## src/rtl/updown_pkg.sv

```systemverilog
// Shared types and helpers for the elevator up/down direction classifier.
package updown_pkg;

  localparam int unsigned FLOOR_W  = 3;
  localparam int unsigned NUM_PASS = 7;
  localparam int unsigned PASS_W   = 2 * FLOOR_W;
  localparam int unsigned CNT_W    = 3;

  typedef logic [FLOOR_W-1:0] floor_t;

  typedef struct packed {
    floor_t src;
    floor_t dst;
  } pass_req_t;

  // Population count of a passenger mask; NUM_PASS = 7 always fits in CNT_W bits.
  function automatic logic [CNT_W-1:0] popcount(input logic [NUM_PASS-1:0] mask);
    logic [CNT_W-1:0] cnt;
    cnt = '0;
    for (int unsigned i = 0; i < NUM_PASS; i++) begin
      cnt = cnt + CNT_W'(mask[i]);
    end
    return cnt;
  endfunction

endpackage

```

## src/rtl/passenger_dir.sv

```systemverilog
// Combinational direction decode for one passenger request word.
module passenger_dir
  import updown_pkg::*;
(
  input  pass_req_t i_req,
  output logic      o_up,
  output logic      o_down
);

  // Equal floors mean an idle or empty slot, so neither flag is raised.
  always_comb begin
    o_up   = 1'b0;
    o_down = 1'b0;
    if (i_req.dst > i_req.src) begin
      o_up = 1'b1;
    end else if (i_req.dst < i_req.src) begin
      o_down = 1'b1;
    end
  end

endmodule

```

## src/rtl/updown_classifier.sv

```systemverilog
// Registered up/down classifier: per-passenger direction masks plus their popcounts.
module updown_classifier
  import updown_pkg::*;
(
  input  logic                clk,
  input  logic                rst_n,
  input  logic [PASS_W-1:0]   passenger_1,
  input  logic [PASS_W-1:0]   passenger_2,
  input  logic [PASS_W-1:0]   passenger_3,
  input  logic [PASS_W-1:0]   passenger_4,
  input  logic [PASS_W-1:0]   passenger_5,
  input  logic [PASS_W-1:0]   passenger_6,
  input  logic [PASS_W-1:0]   passenger_7,
  output logic [NUM_PASS-1:0] up_passenger,
  output logic [NUM_PASS-1:0] down_passenger,
  output logic [CNT_W-1:0]    up_count,
  output logic [CNT_W-1:0]    down_count
);

  logic [PASS_W-1:0]   w_words [NUM_PASS];
  logic [NUM_PASS-1:0] w_up;
  logic [NUM_PASS-1:0] w_down;
  logic [CNT_W-1:0]    w_up_cnt;
  logic [CNT_W-1:0]    w_down_cnt;

  logic [NUM_PASS-1:0] r_up;
  logic [NUM_PASS-1:0] r_down;
  logic [CNT_W-1:0]    r_up_cnt;
  logic [CNT_W-1:0]    r_down_cnt;

  // passenger_1 lands on bit 0, passenger_7 on bit 6.
  assign w_words[0] = passenger_1;
  assign w_words[1] = passenger_2;
  assign w_words[2] = passenger_3;
  assign w_words[3] = passenger_4;
  assign w_words[4] = passenger_5;
  assign w_words[5] = passenger_6;
  assign w_words[6] = passenger_7;

  for (genvar g = 0; g < NUM_PASS; g++) begin : g_dir
    passenger_dir u_dir (
      .i_req  (pass_req_t'(w_words[g])),
      .o_up   (w_up[g]),
      .o_down (w_down[g])
    );
  end

  assign w_up_cnt   = popcount(w_up);
  assign w_down_cnt = popcount(w_down);

  // Masks and counts share one register stage so they always agree.
  always_ff @(posedge clk or negedge rst_n) begin
    if (!rst_n) begin
      r_up       <= '0;
      r_down     <= '0;
      r_up_cnt   <= '0;
      r_down_cnt <= '0;
    end else begin
      r_up       <= w_up;
      r_down     <= w_down;
      r_up_cnt   <= w_up_cnt;
      r_down_cnt <= w_down_cnt;
    end
  end

  assign up_passenger   = r_up;
  assign down_passenger = r_down;
  assign up_count       = r_up_cnt;
  assign down_count     = r_down_cnt;

endmodule

```

## config.mk

```make
export PLATFORM = sky130hd
export DESIGN_NAME = updown_classifier
export DESIGN_NICKNAME = d
export VERILOG_FILES = /design/src/rtl/updown_pkg.sv /design/src/rtl/passenger_dir.sv /design/src/rtl/updown_classifier.sv
export SDC_FILE = /design/constraint.sdc
export NUM_CORES = 1
export LEC_CHECK = 0
export CAP_MARGIN = 20
export CORE_AREA = 2 2 62 79
export CTS_CLUSTER_SIZE = 28
export DETAILED_ROUTE_END_ITERATION = 8
export DIE_AREA = 0 0 64 81
export PLACE_DENSITY = 0.59
export RECOVER_POWER = 100
export SLEW_MARGIN = 20
export SYNTH_ARGS = -nofsm -noshare
export SYNTH_HDL_FRONTEND = slang
export SYNTH_HIERARCHICAL = 1
export SYNTH_SLANG_ARGS = --single-unit
```

## constraint.sdc

```tcl
create_clock -name clk -period 0.8 [get_ports clk]
set_clock_uncertainty 0.1 [all_clocks]
set_input_delay 0.16 -clock clk [delete_from_list [all_inputs] [get_ports clk]]
set_output_delay 0.16 -clock clk [all_outputs]
set_load 0.01 [all_outputs]
```

# [Yosys cells after proc, flatten, opt, wreduce, memory -nomap -nowiden]
# Index checks and enable logic that the tools add are counted.
[word_totals] wordCells=51 output_inout_bits=20 regBits=20 inputBits=44
[op_classes] add_sub_neg=12 n_mux=21 n_lt_le_gt_ge=14
[ops] op="$add 3x1->3" count=8
[ops] op="$gt 3x3->1" count=7
[ops] op="$lt 3x3->1" count=7
[ops] op="$mux 1" count=21
[ops] op="$add 2x1->3" count=2
[ops] op="$add 1x1->2" count=2

# [Logic depth before layout (Yosys ltp)]
# Gate-level depths: netlist of run 1.
[logic_depth] depth_word=9 depth_mapped=10 ltp_nobuf=10

# [Modules after synthesis]
# The synthesis of run 1 kept the hierarchy.
[by_module_without_submodules] mod="updown_classifier" seq_area_each_um2=500.5 area_each_um2=720.7 n_inst=1 cells_each=44
[by_module_without_submodules] mod="passenger_dir" seq_area_each_um2=0.0 area_each_um2=82.6 n_inst=7 cells_each=11

# [Least setup slack after synthesis of run 1]
# OpenSTA, ideal clock, no wires.
[synth_path] kind="in2reg" startpoint="input passenger_1[5]" endpoint="register r_up_cnt[1] (netlist: up_count[1])" setup_ns=0.135 path_slack_ns=-2.076 t_arrival_ns=2.641 path_buffers=0 cell_stages=10 required_ns=0.565 path_cell_list="inv_1 -> ha_1 -> and3_1 -> a21oi_1 -> inv_1 -> fa_1 -> fa_1 -> inv_1 -> fa_1 -> fa_1"
[synth_via] elab_chain_cells=8
[synth_rtl] item="start, declared" line_no="updown_classifier.sv:7" text="input logic [PASS_W-1:0] passenger_1,"
[synth_rtl] item="$gt 3x3->1" line_no="passenger_dir.sv:14" text="if (i_req.dst > i_req.src) begin"
[synth_rtl] item="$mux 1" line_no="passenger_dir.sv:14"
[synth_rtl] item="named net w_up[0]" line_no="updown_classifier.sv:21" text="logic [NUM_PASS-1:0] w_up;"
[synth_rtl] item="$add 1x1->2" line_no="updown_pkg.sv:21" text="cnt = cnt + CNT_W'(mask[i]);"
[synth_rtl] item="$add 2x1->3" line_no="updown_pkg.sv:21"
[synth_rtl] item="$add 3x1->3 (4 in a row)" line_no="updown_pkg.sv:21"
[synth_rtl] item="named net w_up_cnt[1]" line_no="updown_classifier.sv:23" text="logic [CNT_W-1:0] w_up_cnt;"
[synth_rtl] item="end signal, assigned" line_no="updown_classifier.sv:61" text="r_up_cnt <= w_up_cnt;"
[synth_rtl] item="end, declared" line_no="updown_classifier.sv:28" text="logic [CNT_W-1:0] r_up_cnt;"
# The timed path passes the listed nets, and every way through them passes these cells.

# [Worst setup path after layout of run 1]
[layout_path] startpoint="input passenger_2[0]" endpoint="register r_up_cnt[1] (netlist: up_count[1])"
[layout_via] elab_chain_cells=8
[layout_rtl] item="start, declared" line_no="updown_classifier.sv:8" text="input logic [PASS_W-1:0] passenger_2,"
[layout_rtl] item="$gt 3x3->1" line_no="passenger_dir.sv:14"
[layout_rtl] item="$mux 1" line_no="passenger_dir.sv:14"
[layout_rtl] item="named net w_up[1]" line_no="updown_classifier.sv:21"
[layout_rtl] item="$add 1x1->2" line_no="updown_pkg.sv:21"
[layout_rtl] item="$add 2x1->3" line_no="updown_pkg.sv:21"
[layout_rtl] item="$add 3x1->3 (4 in a row)" line_no="updown_pkg.sv:21"
[layout_rtl] item="named net w_up_cnt[1]" line_no="updown_classifier.sv:23"
# The timed path passes the listed nets, and every way through them passes these cells.

==> results of run 1 <==
cell type report:
cell class	instances	area [sq um]
repair buffers	70	543.0
inverters	37	236.5
multi-input cells	64	1028
fillers	427	2081
clock buffers	4	55.05
well taps	60	75.07
flip-flops and latches	20	500.5
routing by layer:
metal / track usage, % / vias up / wire length [um]
met3: 3.601 / 3 / 251
met2: 25.42 / 47 / 1716
met5: 0 / - / 0
li1: - / 524 / -
met4: 2.609 / 0 / 23
met1: 13.23 / 512 / 1010
power by group:
part           switching, mW  leakage [nW]  total (mW)  internal [mW]
clock network          0.318        0.0288       0.756          0.438
registers             0.0723         0.236        1.34           1.27
logic                  0.880         0.854        1.86          0.979
total                   1.27          1.12        3.95           2.68
sequential cells by signal, summed over array words and instances (netlist names):
register        flops
up_count            3
down_passenger      7
up_passenger        7
down_count          3
critical path, delay by kind of cell:
kind                       cells  cell delay (ns)
adders and majority gates      5             2.05
buffers and inverters          4             0.24
AOI/OAI and AO/OA              1             0.19
and+or+nand+nor                1             0.17
cell families after synthesis:
| logic type | after synthesis | synth area share (%) |
|---|---|---|
| flip-flops | 20 | 38.54 |
| AO/OA/AOI/OAI | 14 | 7.418 |
| buffers and inverters | 37 | 10.69 |
| adder cells (fa/ha/maj) | 29 | 32.56 |
| AND/OR/NAND/NOR | 21 | 10.79 |
how the worst max path moves through the flow:
stage | end | start | cells past startpoint | slack [ns]
final | up_count[1] | passenger_2[0] | 11 | -1.92
after global routing | down_count[1] | passenger_4[5] | 12 | -2.01
after floorplan | up_count[1] | passenger_4[5] | 10 | -1.93
after detailed placement | down_count[1] | passenger_2[5] | 11 | -2.67
after CTS | up_count[1] | passenger_4[5] | 11 | -1.96
after global placement | up_count[1] | passenger_2[5] | 11 | -2.63
metrics by stage:
| stage | util, % | hold WS [ns] | total power, mW | worst slack (ns) |
|---|---|---|---|---|
| final | 53.96 | 0.2028 | 3.954 | -1.921 |
| after global routing | 53.96 | 0.2008 | 4.252 | -2.008 |
| after CTS | 53.13 | 0.1472 | 3.952 | -1.958 |
| after detailed placement | 54.18 | 0.4216 | 3.350 | -2.667 |
| after global placement | 54.18 | 0.4193 | 3.256 | -2.628 |
| after floorplan | - | -0.2356 | 2.316 | -1.930 |
cell usage after synthesis:
| cell | number |
|---|---|
| inv_1 | 37 |
| ha_1 | 21 |
| dfrtp_1 | 20 |
| fa_1 | 8 |
| a21oi_1 | 7 |
| a21oi_2 | 7 |
| and2_1 | 7 |
| and3_1 | 7 |
| nand3b_1 | 7 |
timing repair:
| action | in CTS | in global routing |
|---|---|---|
| setup endpoints to repair | 40 | 36 |
| gates resized for setup | 279 | 18 |
| buffers inserted | 5 | 2 |
| pin swaps | 36 | 17 |
==> results_dict.tcl, run 1 <==
set metrics [dict create \
    peakVddDrop_mv 0.6551 \
    n_antenna_cell 0 \
    worstPathMaxFanout 2 \
    boundaryPins 64 \
    cts_buffer_depth 2 \
    timing.slew.headroom_pct 82.33 \
    layout_commonest_cell "buf_2" \
    slew_violations 0 \
    syn_area_sq_mm 0.001299 \
    hold_start "passenger_2[2]" \
    antenna_left 0 \
    ys_ff_latch 20 \
    grt_max_degree 21 \
    postPlaceCellArea_sq_mm 0.002449 \
    violations "setup timing" \
    vias_per_cell 4.259 \
    wire_per_inst_um 11.77 \
    cts_buffers 3 \
    hold_class "primary input to register" \
    hold_depth 4 \
    drive_above_1_share_pct 75.38 \
    htreeDepth 1 \
    die_w_um 64 \
    layout_common_cells "buf_2, dfrtp_1, ha_4" \
    finalCritPeriodShare_pct 340.1 \
    cts.clk_slew.worst_paths_ns 0.07 \
    cp_slowest_cell "fa_2" \
    critical_path_class "primary input to register" \
    avgSynthCellArea_sq_um 10.73 \
    cpPeakStageDelay_ns 0.52 \
    drc 0 \
    p_leak_nw 1.119 \
    die_area_sq_mm 0.005184 \
    clock-sinks 20 \
    drt_pass1_iterations 2 \
    worst_slack_ns -1.921 \
    grtUsageTotal_pct 12.81 \
    timing.setup.tns_ns -15.04 \
    detailed_place_hpwl_um 2583 \
    start_util_pct 28.74 \
    cp.required_ns 0.90 \
    wl_um 3001 \
    synth_area_leaders "dfrtp_1, ha_1, fa_1, inv_1, a21oi_2" \
    num_vias 1086 \
    rows 28 \
    cp_cell_sequence "buf_2, inv_4, ha_4, and3_4, a21oi_1, inv_2, fa_1, fa_1, inv_1, fa_2, fa_2" \
    pwr_density_cell_mw_per_mm2 1621 \
    drtIter0Drc 5 \
    maxCapViolations 0 \
    core_area_sq_mm 0.004519 \
    grt_pass1_wl_um 5223 \
    gp_congestion 0.6264 \
    grt_antenna_before_repair 0 \
    syn_inst 121 \
    finalHoldViolations 0 \
    final-setup-viol-count 33 \
    startpoint_type "primary input" \
    numPortBuffers 63 \
    holdPathEnd "down_passenger[1]" \
    postCtsHoldBufs 0 \
    dp_cells 245 \
    area_growth_pct 87.76 \
    ys_seq_area_share_pct 38.54 \
    cts_root_buf "clkbuf_8" \
    status "finished, violations left" \
    maxClockFrequency_ghz 0.3676 \
    yosys.area.top_type "dfrtp_1" \
    synth.distinct_cells 9 \
    cts_tree "built" \
    die_y_um 81 \
    overflow 0 \
    syn-num-nets 194 \
    synth_top_area_share_pct 38.54 \
    finalInstanceArea_sq_mm 0.002439 \
    cp.arrival_ns 2.82 \
    worstMarginPinSlew_ns 0.2651 \
    worst_setup_path_end_kind "register" \
    rsz0062_at_grt "true" \
    grt_pass1_vias 1236 \
    fin_nets 269 \
    stdcell_count 255 \
    yosys_warnings 6 \
    period_needed_ns 2.721 \
]
Power figures use the tool's default switching activity.
==> inputs of run 2 (changes only) <==
clock period = 2.7 ns   (was 0.8 ns; I/O delays follow)
==> results_dict.tcl, run 2 (synthesis gave the netlist of run 1 again) <==
set metrics [dict create \
    status "finished, violations left" \
    violations "setup timing" \
    n_antenna_cell 0 \
    p_clk_share_pct 17.5 \
    die_w_um 64 \
    wire_per_inst_um 11.73 \
    power_frac_comb_pct 46.6 \
    antenna_left 0 \
    worstMarginPinSlew_ns 0.8641 \
    p_leak_nw 1.045 \
    cp.arrival_ns 3.06 \
    die_y_um 81 \
    grt_pass1_vias 1127 \
    p_sw_share_pct 31.23 \
    peakVddDrop_mv 0.1912 \
    clock-sinks 20 \
    worstPathMaxFanout 3 \
    htreeDepth 1 \
    boundaryPins 64 \
    finalHoldViolations 0 \
    internal_power_mw 0.7484 \
    hold_depth 4 \
    holdWs_ns 0.5795 \
    start_util_pct 28.74 \
    fin_nets 263 \
    core_area_sq_mm 0.004519 \
    timing.slew.headroom_pct 42.21 \
    hold_start "passenger_4[2]" \
    drtIter0Drc 11 \
    grt_pass1_wl_um 4671 \
    timing.setup.tns_ns -1.083 \
    cts_tree "built" \
    cts_buffers 3 \
    grtUsageTotal_pct 11.72 \
    postPlaceCellArea_sq_mm 0.002156 \
    cts_setup_buffers 0 \
    critical_path_class "primary input to register" \
    startpoint_type "primary input" \
    overflow 0 \
    pwr_density_cell_mw_per_mm2 486.5 \
    layout_common_cells "inv_1, dlygate4sd3_1, dfrtp_1, clkdlybuf4s50_1, ha_4" \
    finalCritPeriodShare_pct 112.3 \
    cts_root_buf "clkbuf_8" \
    worst_slack_ns -0.3315 \
    fillers 415 \
    hold_class "primary input to register" \
    maxCapViolations 0 \
    num_vias 1045 \
    cp.required_ns 2.73 \
    grt_antenna_before_repair 0 \
    pwr-share-seq_pct 35.9 \
    die_area_sq_mm 0.005184 \
    detailed_place_hpwl_um 2528 \
    drt_pass1_iterations 3 \
    gp_congestion 0.6846 \
    holdPathEnd "down_passenger[3]" \
    drive_above_1_share_pct 35.64 \
    cts_buffer_depth 2 \
    rsz0062_at_grt "true" \
    final-setup-viol-count 4 \
    maxClockFrequency_ghz 0.3299 \
    slew_violations 0 \
    vias_per_cell 4.214 \
    layout_commonest_cell "inv_1" \
    area_growth_pct 72.25 \
    period_needed_ns 3.031 \
    postCtsHoldBufs 0 \
    numPortBuffers 63 \
    grt_max_degree 21 \
    total_switching_power_mw 0.3399 \
    finalInstanceArea_sq_mm 0.002237 \
    worst_setup_path_end_kind "register" \
    drc 0 \
    rows 28 \
    cts.clk_slew.worst_paths_ns 0.07 \
    wl_um 2910 \
]
run 2: what timing repair did:
action / CTS / global route
endpoints found under the setup margin: 6 / 6
pin swaps: 21 / 12
resized for setup: 83 / 13
run 2: cell type report:
class,instances,area (sq um),share of cell area (%)
Multi-Input combinational cell,64,873.3,39.04
Timing Repair Buffer,64,588.1,26.29
Sequential cell,20,500.5,22.37
Inverter,37,158.9,7.103
Tap cell,60,75.07,3.356
Clock buffer,3,41.29,1.846
run 2: per-layer routing:
layer  share of wire (%)  GRT usage, %  vias up
li1                    -             -      512
met1                  34         10.70      489
met2                  58         25.00       41
met3                 6.0         1.801        3
met4                 1.3         4.565        0
met5                   0             0        -
run 2: worst max-delay path by stage:
stage / from / end / slack, ns / depth (start not counted)
2_1_floorplan: passenger_4[5] / up_count[1] / -0.41 / 10
5_1_grt: passenger_4[5] / up_count[1] / -0.42 / 11
3_3_place_gp: passenger_4[5] / up_count[1] / -1.07 / 11
4_1_cts: passenger_4[5] / up_count[1] / -0.45 / 11
3_5_place_dp: passenger_4[5] / up_count[1] / -1.12 / 11
6_report: passenger_4[5] / down_count[1] / -0.33 / 11
run 2: critical path: stages:
cell	delay, ns
buf_8	0.08
inv_8	0.03
ha_4	0.23
a21oi_2	0.15
and2_1	0.16
inv_1	0.06
fa_1	0.49
fa_1	0.49
inv_1	0.05
fa_2	0.33
fa_1	0.45
run 2: power groups by stage:
stage	Clock [mW]	Combinational, mW	Sequential, mW
floorplan	0	0.200	0.441
global placement	0	0.497	0.401
detailed placement	0	0.530	0.402
CTS	0.196	0.546	0.396
global route	0.206	0.582	0.398
finish	0.190	0.508	0.390
run 2: per-stage QoR:
stage | instances | utilization (%) | power, mW | setup slack (ns)
5_1_grt | 248 | 49.50 | 1.186 | -0.4180
6_report | 248 | 49.50 | 1.088 | -0.3315
4_1_cts | 248 | 48.67 | 1.138 | -0.4501
3_3_place_gp | 245 | 47.70 | 0.8989 | -1.072
2_1_floorplan | 121 | - | 0.6413 | -0.4095
3_5_place_dp | 245 | 47.70 | 0.9319 | -1.122
